File: config.mk
export PLATFORM = sky130hd
export DESIGN_NAME = if_id
export DESIGN_NICKNAME = d
export VERILOG_FILES = /design/src/rtl/if_id_pkg.sv /design/src/rtl/if_id_skid.sv /design/src/rtl/if_id.sv
export SDC_FILE = /design/constraint.sdc
export NUM_CORES = 1
export LEC_CHECK = 0
export BUFFER_PORTS_ARGS = -buffer_cell sky130_fd_sc_hd__buf_2
export CAP_MARGIN = 20
export CORE_ASPECT_RATIO = 0.8
export CORE_MARGIN = 5
export CORE_UTILIZATION = 45
export DETAILED_ROUTE_END_ITERATION = 8
export PLACE_DENSITY = 0.76
export SYNTH_ARGS = -nofsm -noshare
export SYNTH_HDL_FRONTEND = slang
export SYNTH_HIERARCHICAL = 1
export SYNTH_SLANG_ARGS = --single-unit
File: constraint.sdc
create_clock -name clk -period 1.7 [get_ports clk]
set_input_delay 0.17 -clock clk [delete_from_list [all_inputs] [get_ports clk]]
set_output_delay 0.17 -clock clk [all_outputs]
set_load 0.02 [all_outputs]
File: src/rtl/if_id_pkg.sv
// Shared fetch/decode widths and constants for the IF/ID stage.
// These match the values in the shared defines.v.
package if_id_pkg;

   localparam int unsigned InstAddrBus = 32;
   localparam int unsigned InstBus     = 32;
   localparam logic [31:0] ZeroWord    = 32'h0000_0000;
   localparam logic        ChipEnable  = 1'b1;
   localparam logic        ChipDisable = 1'b0;
   localparam int unsigned IfIdDepth   = 2;
   // Occupancy counter width, i.e. IfIdCntBus = 1:0.
   localparam int unsigned IfIdCntW    = 2;

   typedef logic [InstAddrBus-1:0] inst_addr_t;
   typedef logic [InstBus-1:0]     inst_t;
   typedef logic [IfIdCntW-1:0]    cnt_t;

   typedef struct packed {
      inst_addr_t pc;
      inst_t      inst;
   } if_id_entry_t;

   function automatic logic cnt_full(input cnt_t c);
      return c >= cnt_t'(IfIdDepth);
   endfunction

endpackage

File: src/rtl/if_id_skid.sv
// Two-entry in-order storage for the IF/ID stage: storage array, 1-bit wrapping
// pointers and an occupancy counter. Handshake and flush policy live in if_id.
module if_id_skid
   import if_id_pkg::*;
#(
   parameter int unsigned DEPTH = IfIdDepth
) (
   input  logic         clk,
   input  logic         rst,
   input  logic         clr,
   input  logic         push,
   input  logic         pop,
   input  if_id_entry_t wr_entry,
   output if_id_entry_t head,
   output cnt_t         count,
   output cnt_t         count_next
);

   if_id_entry_t mem [DEPTH];
   logic         wr_ptr;
   logic         rd_ptr;
   cnt_t         count_q;
   logic         push_ok;
   logic         pop_ok;

   assign push_ok = push & ~cnt_full(count_q);
   assign pop_ok  = pop & (count_q != '0);

   always_comb begin
      count_next = count_q;
      if (rst | clr) begin
         count_next = '0;
      end else if (push_ok & ~pop_ok) begin
         count_next = count_q + cnt_t'(1);
      end else if (pop_ok & ~push_ok) begin
         count_next = count_q - cnt_t'(1);
      end
   end

   always_ff @(posedge clk) begin
      if (rst | clr) begin
         wr_ptr <= 1'b0;
         rd_ptr <= 1'b0;
      end else begin
         if (push_ok) wr_ptr <= ~wr_ptr;
         if (pop_ok)  rd_ptr <= ~rd_ptr;
      end
      count_q <= count_next;
   end

   // Payload storage needs no reset; empty entries are masked at the top.
   always_ff @(posedge clk) begin
      if (push_ok & ~rst & ~clr) mem[wr_ptr] <= wr_entry;
   end

   assign head  = mem[rd_ptr];
   assign count = count_q;

endmodule

File: src/rtl/if_id.sv
// IF/ID pipeline stage: fetch pairs to decode under valid/ready with flush.
// IF_ID_SKID_EN selects the 2-entry skid buffer; otherwise a single register.
module if_id
   import if_id_pkg::*;
#(
   parameter int unsigned DEPTH = IfIdDepth
) (
   input  logic                   clk,
   input  logic                   rst,
   input  logic [InstAddrBus-1:0] if_pc,
   input  logic [InstBus-1:0]     if_inst,
   input  logic                   if_valid,
   output logic                   if_ready,
   input  logic                   flush,
   output logic [InstAddrBus-1:0] id_pc,
   output logic [InstBus-1:0]     id_inst,
   output logic                   id_valid,
   input  logic                   id_ready
);

   if (DEPTH != IfIdDepth) begin : g_bad_depth
      $error("if_id: only DEPTH == 2 is supported");
   end

   if_id_entry_t head;
   logic         push;
   logic         pop;

`ifdef IF_ID_SKID_EN
   cnt_t count;
   cnt_t count_next;
   logic ready_q;

   assign if_ready = ready_q;
   assign push     = (if_valid == ChipEnable) & ready_q & ~flush;
   assign pop      = id_valid & id_ready & ~flush;
   assign id_valid = (count != '0);

   if_id_skid #(
      .DEPTH(DEPTH)
   ) u_skid (
      .clk       (clk),
      .rst       (rst),
      .clr       (flush),
      .push      (push),
      .pop       (pop),
      .wr_entry  ('{pc: if_pc, inst: if_inst}),
      .head      (head),
      .count     (count),
      .count_next(count_next)
   );

   // Registered ready breaks any path from id_ready back to the PC stage.
   always_ff @(posedge clk) begin
      ready_q <= ~rst & ~cnt_full(count_next);
   end
`else
   logic       run_q;
   logic       valid_q;
   inst_addr_t pc_q;
   inst_t      inst_q;

   // run_q keeps if_ready low in reset and for the release edge itself.
   assign if_ready = run_q & (~valid_q | id_ready);
   assign push     = (if_valid == ChipEnable) & if_ready & ~flush;
   assign pop      = valid_q & id_ready;
   assign id_valid = valid_q;
   assign head     = '{pc: pc_q, inst: inst_q};

   always_ff @(posedge clk) begin
      if (rst) begin
         run_q   <= 1'b0;
         valid_q <= ChipDisable;
         pc_q    <= ZeroWord;
         inst_q  <= ZeroWord;
      end else begin
         run_q <= 1'b1;
         if (flush) begin
            valid_q <= ChipDisable;
            pc_q    <= ZeroWord;
            inst_q  <= ZeroWord;
         end else if (push) begin
            valid_q <= 1'b1;
            pc_q    <= if_pc;
            inst_q  <= if_inst;
         end else if (pop) begin
            valid_q <= ChipDisable;
         end
      end
   end
`endif

   assign id_pc   = id_valid ? head.pc   : ZeroWord;
   assign id_inst = id_valid ? head.inst : ZeroWord;

endmodule

## Yosys cells after proc, flatten, opt, wreduce, memory -nomap -nowiden

Index checks and enable logic that the tools add are counted.

| word-level totals | value |
|---|---|
| flip-flop bits (word level) | 66 |
| input port bits | 69 |
| logic and storage cells | 18 |

| cells by class | value |
|---|---|
| muxes and demuxes | 5 |
| bitwise operators | 7 |
| reduce and logical (&&, ||, !) cells | 2 |

Operators with widths:

| kind | count |
|---|---|
| two-way mux 32 bit | 2 |
| bitwise AND 1 bit | 4 |
| two-way mux 1 bit | 3 |
| inverter 1 bit | 2 |
| nonzero test 2 bit | 1 |
| OR reduction 2 bit | 1 |
| OR 1 bit | 1 |

## Depth between registers and ports, before layout

| depth | value |
|---|---|
| depth in word-level cells | 6 |
| mapped depth | 5 |

## Worst setup path before layout

No wires, ideal clock.

| timing path | value |
|---|---|
| path kind | flip-flop to output port |
| start | register valid_q, in the netlist id_valid |
| end | output port id_inst[29] |
| arrival time | 1,178 ps |
| data required time | 1,530 ps |
| setup slack | 352 ps |
| stages on the path, launching flop included | 4 |
| buffers on the path | 2 |
| cells stage by stage | dfxtp_1 > clkbuf_1 > clkbuf_1 > and2_1 |

| between the ends | value |
|---|---|
| word-level cells in the longest chain between the ends | 1 |

RTL lines:

| item | RTL line | source |
|---|---|---|
| start, declared | if_id.sv:59 | `logic valid_q;` |
| start signal, assigned | if_id.sv:73 | `valid_q <= ChipDisable;` |
| start signal, assigned | if_id.sv:79 | `valid_q <= ChipDisable;` |
| start signal, assigned | if_id.sv:87 | `valid_q <= ChipDisable;` |
| two-way mux 32 bit | if_id.sv:94 | `assign id_inst = id_valid ? head.inst : ZeroWord;` |
| end, declared | if_id.sv:16 | `output logic [InstBus-1:0] id_inst,` |

No other way between the ends.

## Final worst setup path

| timing path | value |
|---|---|
| start | register valid_q, in the netlist id_valid |
| end | output port id_inst[24] |

The elaborated chain is that of the path after synthesis.

==> results.json <==
{
  "cts_resized": 0,
  "area.growth.synth_to_final_pct": 26.9,
  "nFillCells": 672,
  "switching_share": 0.241,
  "critical_path.top_delay_family": "buffers and inverters",
  "setup_viol": 0,
  "crit_arrival_ns": 1.33,
  "grt_pass1_vias": 3165,
  "worst_r2r_path_depth": 3,
  "antenna_cells_inserted": 0,
  "final_min_period_over_clock_period": 0.881,
  "placer_congestion": 0.767,
  "tritoncts_sinks": 66,
  "timing.critical_path.from_type": "flop",
  "synthesis.area_per_instance_um2": 8.45,
  "ant_nets": 0,
  "synthesis.nets": 457,
  "whs_endpoint": "pc_q[31]",
  "drv.max_cap_violation_count": 0,
  "crit_chain": "buf_4, and2_1, buf_2",
  "final_layout_size_suffix_gt1_frac": 0.347,
  "power.share.sequential": 0.475,
  "cts.clk_slew.worst_paths_ns": 0.08,
  "grt_start_max_net_pins": 66,
  "timing_worst_slew_pin_value_ns": 0.683,
  "synthesis_stage_register_bit_count": 66,
  "finalHoldViolations": 0,
  "final_nets": 562,
  "power.combinational.fraction": 0.094,
  "cts_root_buf": "sky130_fd_sc_hd__clkbuf_8",
  "hold_path.class": "in -> reg",
  "run_status": "finished, final reports clean",
  "setup-tns-final_ns": 0,
  "pin_count": 135,
  "met1_usage": 0.287,
  "synthDistinctLibCells": 16,
  "core-area_um2": 6990,
  "numPortBuffers": 134,
  "grt_first_pass_wirelength_um": 15600,
  "dr.first_iter.drc_count": 224,
  "globalRouteOverflowTotal": 0,
  "slew_violations": 0,
  "floorplan.die.height_um": 86.4,
  "worstSetupEndpointType": "output port",
  "crit_path_max_incr_delay_ns": 0.35,
  "avgViaCountPerCell": 5.85,
  "reg2reg_to": "inst_q[10]",
  "grt_use_met2": 0.315,
  "clock_tree_from_tritoncts": "yes",
  "p_switching_w": 0.000800,
  "critical_path.max_fanout": 33,
  "mostFrequentLayoutCells": "134 x sky130_fd_sc_hd__buf_2, 65 x sky130_fd_sc_hd__a21oi_1",
  "postCtsSetupBuffers": 0,
  "netlist_instances": 388,
  "detail_route.first_pass.iterations": 5,
  "max_clk_rate_mhz": 668,
  "critical_path.slowest_cell": "sky130_fd_sc_hd__dfxtp_2",
  "initial_antenna_violation_count": 1,
  "number_of_stages_on_the_worst_hold_path": 3,
  "rsz0062_at_grt": "no",
  "netlist_top_cells_area": "sky130_fd_sc_hd__dfxtp_1 40%, sky130_fd_sc_hd__o31ai_1 15%, sky130_fd_sc_hd__and2_1 12%, sky130_fd_sc_hd__nand4_1 12%, sky130_fd_sc_hd__a21oi_1 9.9%",
  "postRouteWirelength_um": 9680,
  "die_area_um2": 9110,
  "detailedPlacementHpwl_um": 6260,
  "commonest_non_fill_non_tap_cell_in_the_layout": "sky130_fd_sc_hd__buf_2",
  "p_int_w": 0.00252,
  "floorplan.initialDensity": 0.469,
  "timing.setup.critical_path_class": "reg -> out",
  "maxSlewHeadroom": 0.545,
  "synthesis.yosys.warnings": 6,
  "worstPathRequired_ns": 1.53,
  "holdBufCountCts": 1,
  "clk_latency_ns": 0.33,
  "yosys.area.top_type_share": 0.403,
  "routedWlPerCell_um": 16.5,
  "yosysSeqAreaShare": 0.403,
  "synth_cell_area_um2": 3280,
  "hold_path_startpoint": "if_pc[31]",
  "clock_skew_ns": 0.00974,
  "cts-buffers-inserted": 9,
  "static-leakage-power_nw": 1.75,
  "postPlaceCellArea_um2": 3930,
  "fin_area_um2": 4160,
  "power_density_nw_per_um2": 798,
  "post-synth-top-area-cell": "sky130_fd_sc_hd__dfxtp_1",
  "cp.buffers_inverters": 2,
  "irDropWorstVdd_v": 0.000436,
  "grt.met3_usage": 0.0633,
  "num_rows": 27,
  "relative_contribution_of_the_clock_network_to_total_power": 0.431,
  "final_worst_path_period_need_ns": 1.50,
  "rrSetupSlack_ns": 0.36,
  "dr_total_vias": 3421,
  "width_of_the_chip_um": 105,
  "worst_setup_path_start": "id_valid",
  "track_usage": 0.207,
  "cts_max_level": 3,
  "timing.rr.start": "run_q",
  "busiest_layer": "met2",
  "detail_route.drc_violations": 0,
  "ctsLongestPathBuffers": 2
}
[registers in the layout, indices dropped and copies added (netlist names)]
register,cells
inst_q,32
run_q,1
pc_q,32
id_valid,1
[per-layer routing]
metal | wire length [um] | share of wire
met5 | 7 | 0.00072
met4 | 58 | 0.0060
met3 | 939 | 0.097
met2 | 4330 | 0.45
met1 | 4350 | 0.45
[synthesized netlist by cell type]
master / number
sky130_fd_sc_hd__dfxtp_1: 66
sky130_fd_sc_hd__a21oi_1: 65
sky130_fd_sc_hd__and2_1: 64
sky130_fd_sc_hd__nand4_1: 64
sky130_fd_sc_hd__o31ai_1: 64
sky130_fd_sc_hd__buf_2: 28
sky130_fd_sc_hd__clkbuf_1: 15
sky130_fd_sc_hd__buf_4: 12
sky130_fd_sc_hd__nand2b_1: 2
sky130_fd_sc_hd__nor2_1: 2
sky130_fd_sc_hd__buf_6: 1
sky130_fd_sc_hd__inv_1: 1
sky130_fd_sc_hd__inv_2: 1
sky130_fd_sc_hd__nor2b_1: 1
sky130_fd_sc_hd__nor2b_4: 1
sky130_fd_sc_hd__or2_1: 1
[cell families (layout without fill, tap and decap cells)]
logic type             Yosys count  after routing  synth area share
and+or+nand+nor                135            135             0.258
AOI/OAI and AO/OA              129            129             0.246
buffers and inverters           58            168            0.0931
DFF                             66             66             0.403
[power by group through the flow]
stage               registers, W  logic (W)  clock network (W)
floorplan                0.00161   0.000182                  0
global placement         0.00161   0.000304                  0
detailed placement       0.00161   0.000305                  0
CTS                      0.00158   0.000308            0.00146
global route             0.00158   0.000341            0.00152
finish                   0.00158   0.000312            0.00143
[final cells by class]
class / instances / area (um2) / share of cell area
Clock buffer: 13 / 179 / 0.0430
Sequential cell: 66 / 1320 / 0.318
Multi-Input combinational cell: 264 / 1670 / 0.400
Clock inverter: 3 / 45.0 / 0.0108
Inverter: 2 / 7.51 / 0.00180
Tap cell: 87 / 109 / 0.0262
Timing Repair Buffer: 150 / 831 / 0.200
[tightest hold or removal path: stages]
cell and delay, ns:
sky130_fd_sc_hd__buf_2 0.10, sky130_fd_sc_hd__nand4_1 0.05, sky130_fd_sc_hd__a21oi_1 0.05
[worst max path at each step]
stage	end	slack (ns)	cells after the start
after CTS	id_pc[23]	0.16	3
after floorplan	id_inst[29]	0.35	3
final	id_inst[24]	0.20	3
after global routing	id_pc[23]	0.11	3
after detailed placement	pc_q[18]	0.38	3
after global placement	pc_q[15]	0.44	5
[metrics by stage]
step	setup slack [ns]	util	hold WS, ns	total power [W]	instances
2_1_floorplan	0.352	-	0.227	0.00179	388
6_report	0.203	0.595	0.0789	0.00332	585
4_1_cts	0.162	0.595	0.0608	0.00335	585
5_1_grt	0.114	0.595	0.0640	0.00344	585
3_3_place_gp	0.440	0.561	0.335	0.00192	568
3_5_place_dp	0.380	0.561	0.327	0.00192	568
Power figures use the tool's default switching activity.
